### src/rtl/poco_pkg.sv
// -----------------------------------------------------------------------------
// poco_pkg
// Shared types and constants for the data-memory path.
//   arb_state_t : arbiter FSM state (normal priority / forced loader slot)
//   owner_t     : which requester owns the read data returning next cycle
//   LED_BASE    : base address of the memory-mapped LED register (led decode)
// -----------------------------------------------------------------------------
package poco_pkg;

    typedef enum logic [0:0] {
        S_NORM  = 1'b0,
        S_FORCE = 1'b1
    } arb_state_t;

    typedef enum logic [1:0] {
        OWN_NONE = 2'd0,
        OWN_CPU  = 2'd1,
        OWN_LD   = 2'd2
    } owner_t;

    localparam logic [15:0] LED_BASE = 16'hFF00;

endpackage

### src/rtl/arb_wait_ctr.sv
// -----------------------------------------------------------------------------
// arb_wait_ctr
// Saturating count of consecutive cycles the loader has been kept waiting.
//   clk      in  clock, rising edge
//   rst      in  synchronous active-high reset
//   inc      in  loader requesting and not granted this cycle
//   clr      in  loader granted or not requesting (has priority over inc)
//   at_limit out count == MAX_WAIT-1: one more denial forces a loader slot
// -----------------------------------------------------------------------------
module arb_wait_ctr #(
    parameter int MAX_WAIT = 8,
    parameter int CW       = $clog2(MAX_WAIT + 1)
) (
    input  logic clk,
    input  logic rst,
    input  logic inc,
    input  logic clr,
    output logic at_limit
);

    logic [CW-1:0] cnt_q;
    logic [CW-1:0] cnt_d;

    // Next count: clear wins, otherwise count up and hold at MAX_WAIT.
    always_comb begin
        cnt_d = cnt_q;
        if (clr) begin
            cnt_d = {CW{1'b0}};
        end else if (inc && (cnt_q != CW'(MAX_WAIT))) begin
            cnt_d = cnt_q + {{(CW-1){1'b0}}, 1'b1};
        end else begin
            cnt_d = cnt_q;
        end
    end

    // Count register.
    always_ff @(posedge clk) begin
        if (rst) begin
            cnt_q <= {CW{1'b0}};
        end else begin
            cnt_q <= cnt_d;
        end
    end

    assign at_limit = (cnt_q == CW'(MAX_WAIT - 1));

endmodule

### src/rtl/dmem_arbiter.sv
// -----------------------------------------------------------------------------
// dmem_arbiter
// Shares the single-port data memory between the CPU load/store port and the
// loader/debug port. The CPU has priority; after MAX_WAIT consecutive denials
// the loader gets one forced slot and the CPU is stalled for that cycle.
// Read data (1-cycle synchronous memory) is steered back to its requester.
//
// Ports
//   clk, rst                      clock / synchronous active-high reset
//   cpu_req/we/addr/wdata         CPU access request
//   cpu_rdata, cpu_stall          CPU read data (cycle after read), stall
//   ld_req/we/addr/wdata          loader request, held until ld_gnt
//   ld_gnt, ld_rvalid, ld_rdata   loader grant pulse, read data
//   mem_addr/wdata/we, mem_rdata  memory/led side
//   cnt_cpu/cnt_ld/cnt_force      grant statistics (only with
//                                 DMEM_ARB_STATS_EN defined)
// -----------------------------------------------------------------------------
module dmem_arbiter
    import poco_pkg::*;
#(
    parameter int AW       = 16,
    parameter int DW       = 16,
    parameter int MAX_WAIT = 8
) (
    input  logic          clk,
    input  logic          rst,
    input  logic          cpu_req,
    input  logic          cpu_we,
    input  logic [AW-1:0] cpu_addr,
    input  logic [DW-1:0] cpu_wdata,
    output logic [DW-1:0] cpu_rdata,
    output logic          cpu_stall,
    input  logic          ld_req,
    input  logic          ld_we,
    input  logic [AW-1:0] ld_addr,
    input  logic [DW-1:0] ld_wdata,
    output logic          ld_gnt,
    output logic          ld_rvalid,
    output logic [DW-1:0] ld_rdata,
    output logic [AW-1:0] mem_addr,
    output logic [DW-1:0] mem_wdata,
    output logic          mem_we,
`ifdef DMEM_ARB_STATS_EN
    output logic [15:0]   cnt_cpu,
    output logic [15:0]   cnt_ld,
    output logic [7:0]    cnt_force,
`endif
    input  logic [DW-1:0] mem_rdata
);

    arb_state_t state_q;
    arb_state_t state_d;
    owner_t     rd_owner_q;
    owner_t     rd_owner_d;
    logic       grant_cpu_s;
    logic       grant_ld_s;
    logic       at_limit_s;

    arb_wait_ctr #(
        .MAX_WAIT (MAX_WAIT)
    ) u_wait_ctr (
        .clk      (clk),
        .rst      (rst),
        .inc      (ld_req && !grant_ld_s),
        .clr      (grant_ld_s || !ld_req),
        .at_limit (at_limit_s)
    );

    // FSM state register.
    always_ff @(posedge clk) begin
        if (rst) begin
            state_q <= S_NORM;
        end else begin
            state_q <= state_d;
        end
    end

    // FSM next state: a forced slot lasts exactly one cycle.
    always_comb begin
        state_d = S_NORM;
        case (state_q)
            S_NORM: begin
                if (at_limit_s && ld_req && !grant_ld_s) begin
                    state_d = S_FORCE;
                end else begin
                    state_d = S_NORM;
                end
            end
            S_FORCE: state_d = S_NORM;
            default: state_d = S_NORM;
        endcase
    end

    // FSM outputs: grants and stall. Nothing is granted while in reset.
    // In a forced cycle whose loader request has gone away, the CPU is served.
    always_comb begin
        grant_cpu_s = 1'b0;
        grant_ld_s  = 1'b0;
        cpu_stall   = 1'b0;
        if (rst) begin
            grant_cpu_s = 1'b0;
        end else begin
            case (state_q)
                S_NORM: begin
                    if (cpu_req) begin
                        grant_cpu_s = 1'b1;
                    end else begin
                        grant_ld_s = ld_req;
                    end
                end
                S_FORCE: begin
                    if (ld_req) begin
                        grant_ld_s = 1'b1;
                        cpu_stall  = cpu_req;
                    end else begin
                        grant_cpu_s = cpu_req;
                    end
                end
                default: grant_cpu_s = 1'b0;
            endcase
        end
    end

    assign ld_gnt = grant_ld_s;

    // Memory-side mux; idle cycles drive zeros so the led decode sees nothing.
    always_comb begin
        mem_addr  = {AW{1'b0}};
        mem_wdata = {DW{1'b0}};
        mem_we    = 1'b0;
        if (grant_cpu_s) begin
            mem_addr  = cpu_addr;
            mem_wdata = cpu_wdata;
            mem_we    = cpu_we;
        end else if (grant_ld_s) begin
            mem_addr  = ld_addr;
            mem_wdata = ld_wdata;
            mem_we    = ld_we;
        end else begin
            mem_we    = 1'b0;
        end
    end

    // Owner of the read data that the memory returns next cycle.
    always_comb begin
        rd_owner_d = OWN_NONE;
        if (grant_cpu_s && !cpu_we) begin
            rd_owner_d = OWN_CPU;
        end else if (grant_ld_s && !ld_we) begin
            rd_owner_d = OWN_LD;
        end else begin
            rd_owner_d = OWN_NONE;
        end
    end

    // Read-owner register.
    always_ff @(posedge clk) begin
        if (rst) begin
            rd_owner_q <= OWN_NONE;
        end else begin
            rd_owner_q <= rd_owner_d;
        end
    end

    assign ld_rvalid = (rd_owner_q == OWN_LD);
    assign ld_rdata  = (rd_owner_q == OWN_LD)  ? mem_rdata : {DW{1'b0}};
    assign cpu_rdata = (rd_owner_q == OWN_CPU) ? mem_rdata : {DW{1'b0}};

`ifdef DMEM_ARB_STATS_EN
    logic [15:0] cnt_cpu_q;
    logic [15:0] cnt_ld_q;
    logic [7:0]  cnt_force_q;

    // Wrapping grant statistics.
    always_ff @(posedge clk) begin
        if (rst) begin
            cnt_cpu_q   <= 16'd0;
            cnt_ld_q    <= 16'd0;
            cnt_force_q <= 8'd0;
        end else begin
            cnt_cpu_q   <= cnt_cpu_q + {15'd0, grant_cpu_s};
            cnt_ld_q    <= cnt_ld_q + {15'd0, grant_ld_s};
            cnt_force_q <= cnt_force_q + {7'd0, (state_q == S_FORCE)};
        end
    end

    assign cnt_cpu   = cnt_cpu_q;
    assign cnt_ld    = cnt_ld_q;
    assign cnt_force = cnt_force_q;
`endif

endmodule

### config.mk
export PLATFORM = sky130hd
export DESIGN_NAME = dmem_arbiter
export DESIGN_NICKNAME = d
export VERILOG_FILES = /design/src/rtl/poco_pkg.sv /design/src/rtl/arb_wait_ctr.sv /design/src/rtl/dmem_arbiter.sv
export SDC_FILE = /design/constraint.sdc
export NUM_CORES = 1
export LEC_CHECK = 0
export ABC_CLOCK_PERIOD_IN_PS = 2300
export CAP_MARGIN = 15
export CORE_ASPECT_RATIO = 0.8
export CORE_MARGIN = 2
export CORE_UTILIZATION = 34
export DETAILED_ROUTE_END_ITERATION = 8
export PLACE_DENSITY = 0.89
export SKIP_CTS_REPAIR_TIMING = 1
export SYNTH_ARGS = -nofsm -noshare
export SYNTH_HDL_FRONTEND = slang
export SYNTH_HIERARCHICAL = 1
export SYNTH_SLANG_ARGS = --single-unit
### constraint.sdc
create_clock -name clk -period 2.3 [get_ports clk]
set_input_delay 0.23 -clock clk [delete_from_list [all_inputs] [get_ports clk]]
set_output_delay 0.23 -clock clk [all_outputs]
set_load 0.05 [all_outputs]
==> results.toml <==
[global_route]
grt_pass1_vias = 1852
grt_pass1_wl_um = 8250
grt_usage_pct = 19.2
antenna_found_initial = 0
grt_max_degree = 76
overflow = 0

[die]
die_h_um = 66.2
rows = 22
die_area_mm2 = 0.00540
initial_core_util_pct = 35.5
boundaryPins = 154
core_mm2 = 0.00462
die_width_um = 81.7

[synthesis]
synth.top_cell.area_share_pct = 27.7
synth_ff_type = "dfxtp_1"
syn_inst = 195
ys_top_cells_by_area = "o32ai_2, nand2b_1, and2_1"
syn_area_mm2 = 0.00164
ys_top_cells_by_count = "nand2b_1, and2_1, o32ai_2, clkbuf_1, dfxtp_1"
ys_types = 32
synth_most_common_cell = "nand2b_1"
syn_nets = 283
ys_warn_count = 6
synth_area_per_cell_um2 = 8.42
synth_edf_count = 0
synthArstFlopShare_pct = 0
ys_ff_latch = 7
seq_area_frac_synth_pct = 8.54
synth.largest_area_cell = "o32ai_2"

[worst_hold_path]
min_to = "u_wait_ctr/cnt_q[1]"
worstHoldStart = "rst"
min_path_cells = 3
hold_class = "in2reg"

[drt]
met3WireLength_um = 594
wire_per_inst_um = 13.8
postRouteAntennaNets = 0
vias = 1979
drt_wl_total_um = 5470
dr.max_layer_used = "met4"
drc = 0
firstDrtPassIters = 4
wl_met1_um = 1970
wl_met2_um = 2810
via_per_inst = 4.98
drt-initial-drc-count = 36

[clock_tree]
numCtsBuffers = 3
clock_latency_ns = 0.23
cts-root-buf = "clkbuf_8"
path_clk_slew_ns = 0.04
cts_sinks = 7
cts_tree = "built"
clk_path_buf_depth = 2
htreeDepth = 1

[placed_design]
port_buffers = 153
place_congestion = 0.792
dp_hpwl_um = 4220

[pwr]
power.total_w = 0.000889
power_density_mw_per_mm2 = 285
ir_drop_mv = 0.195
p_leak_nw = 1.20

[sta]
finalMaxSlewViolations = 0
fin_crit_sh_pct = 94.9
finalSetupViolations = 0
max_freq_mhz = 458
final_hold_viol_count = 0
slew_headroom_pct = 41.8
rsz0062_at_grt = "false"
setup_tns_ns = 0
fin_crit_ns = 2.18
worst_pin_slew_ns = 0.871
final.setup_skew_ns = 0.000967

[worst_setup_path]
critPathLaunchType = "register"
worst-setup-path-type = "reg2out"
critPathMaxStageDelay_ns = 0.81
cp_slowest_cell = "clkdlybuf4s50_1"
reg2regPathDepth = 4
regToRegEndpoint = "u_wait_ctr/cnt_q[2]"
path_buf_inv = 1
crit_arrival_ns = 1.95
cp-end-kind = "primary output"
cp_max_fo = 17
crit_chain = "and2b_1, and2_1, clkdlybuf4s50_1"
r2r_slack_ns = 0.81
r2r_start = "state_q"
required_ns = 2.07
crit_family = "buffers and inverters"

[job]
max-cap-violations = 0

[layout]
regArea_um2 = 140
layout-drive-gt1-share_pct = 28.2
nets = 426
syn_to_final_growth_pct = 89.9
diodes = 0
utilization_pct = 67.4
fillers = 405
multi_input_area_mm2 = 0.00136

[status]
status = "finished, final reports clean"
-- worst reg2reg max path: cells and delay by family (launching register included) --
kind                   cells  cell delay (ns)
AOI/OAI and AO/OA          1             0.51
buffers and inverters      1             0.22
DFF                        1             0.41
and+or+nand+nor            2             0.21
-- flip-flops by register name, indices dropped and copies added, names as in the netlist --
name,cells
u_wait_ctr/cnt_q,4
rd_owner_q,2
state_q,1
-- kinds of logic after synthesis --
family / after synthesis / share of synthesized area (%)
and+or+nand+nor: 120 / 45.7
AOI/OAI and AO/OA: 41 / 34.5
buffers and inverters: 24 / 9.30
DFF: 7 / 8.54
adders and majority gates: 2 / 1.52
xor gates and xnor gates: 1 / 0.534
-- per-stage QoR --
step	instance area (um^2)	worst slack (ns)	cells	hold WS, ns
after floorplan	1640	0.275	195	0.295
after detailed placement	3070	0.169	393	0.534
after global routing	3120	0.0194	397	0.477
after CTS	3120	0.0923	397	0.455
after global placement	3070	0.224	393	0.519
final	3120	0.117	397	0.465
-- layout make-up --
class                           count  area share, %
Clock buffer                        4           1.44
Inverter                            4          0.482
Multi-Input combinational cell    164           43.5
Sequential cell                     7           4.49
Tap cell                           60           2.41
Timing Repair Buffer              158           47.7
-- worst max path at each step --
stage,from,end,slack [ns],cells after the start
after floorplan,state_q,mem_addr[12],0.27,3
after global placement,ld_req,mem_wdata[11],0.22,4
after detailed placement,ld_req,mem_addr[12],0.17,4
after CTS,rd_owner_q[0],ld_rdata[12],0.09,3
after global routing,rd_owner_q[0],ld_rdata[12],0.02,3
final,rd_owner_q[0],ld_rdata[7],0.12,3
-- power breakdown --
part,internal (W),switching (W),leakage (nW),total [W]
Combinational,0.000275,0.000317,1.12,0.000593
Clock,0.000120,0.0000511,0.0228,0.000171
Sequential,0.000124,0.00000118,0.0567,0.000125
Total,0.000519,0.000370,1.20,0.000889
-- metal layers --
layer	vias up	global-route usage, %
met5	-	0
met1	896	19.7
met4	0	6.04
li1	978	-
met2	97	37.0
met3	8	5.74
-- cell usage in the layout, fill, tap and decap left out, types with 2 or more instances in the layout --
cell             instances
nor3_1                   4
a211oi_2                 2
clkdlybuf4s50_1        101
ha_1                     2
o32ai_1                  5
o21ai_1                  2
o32ai_2                 28
nand2b_1                67
dfxtp_1                  7
inv_1                    3
nor2_1                   2
nand2_1                  4
buf_12                   4
clkbuf_8                 3
buf_4                   52
and2_1                  32
(Power assumes the default switching activity.)
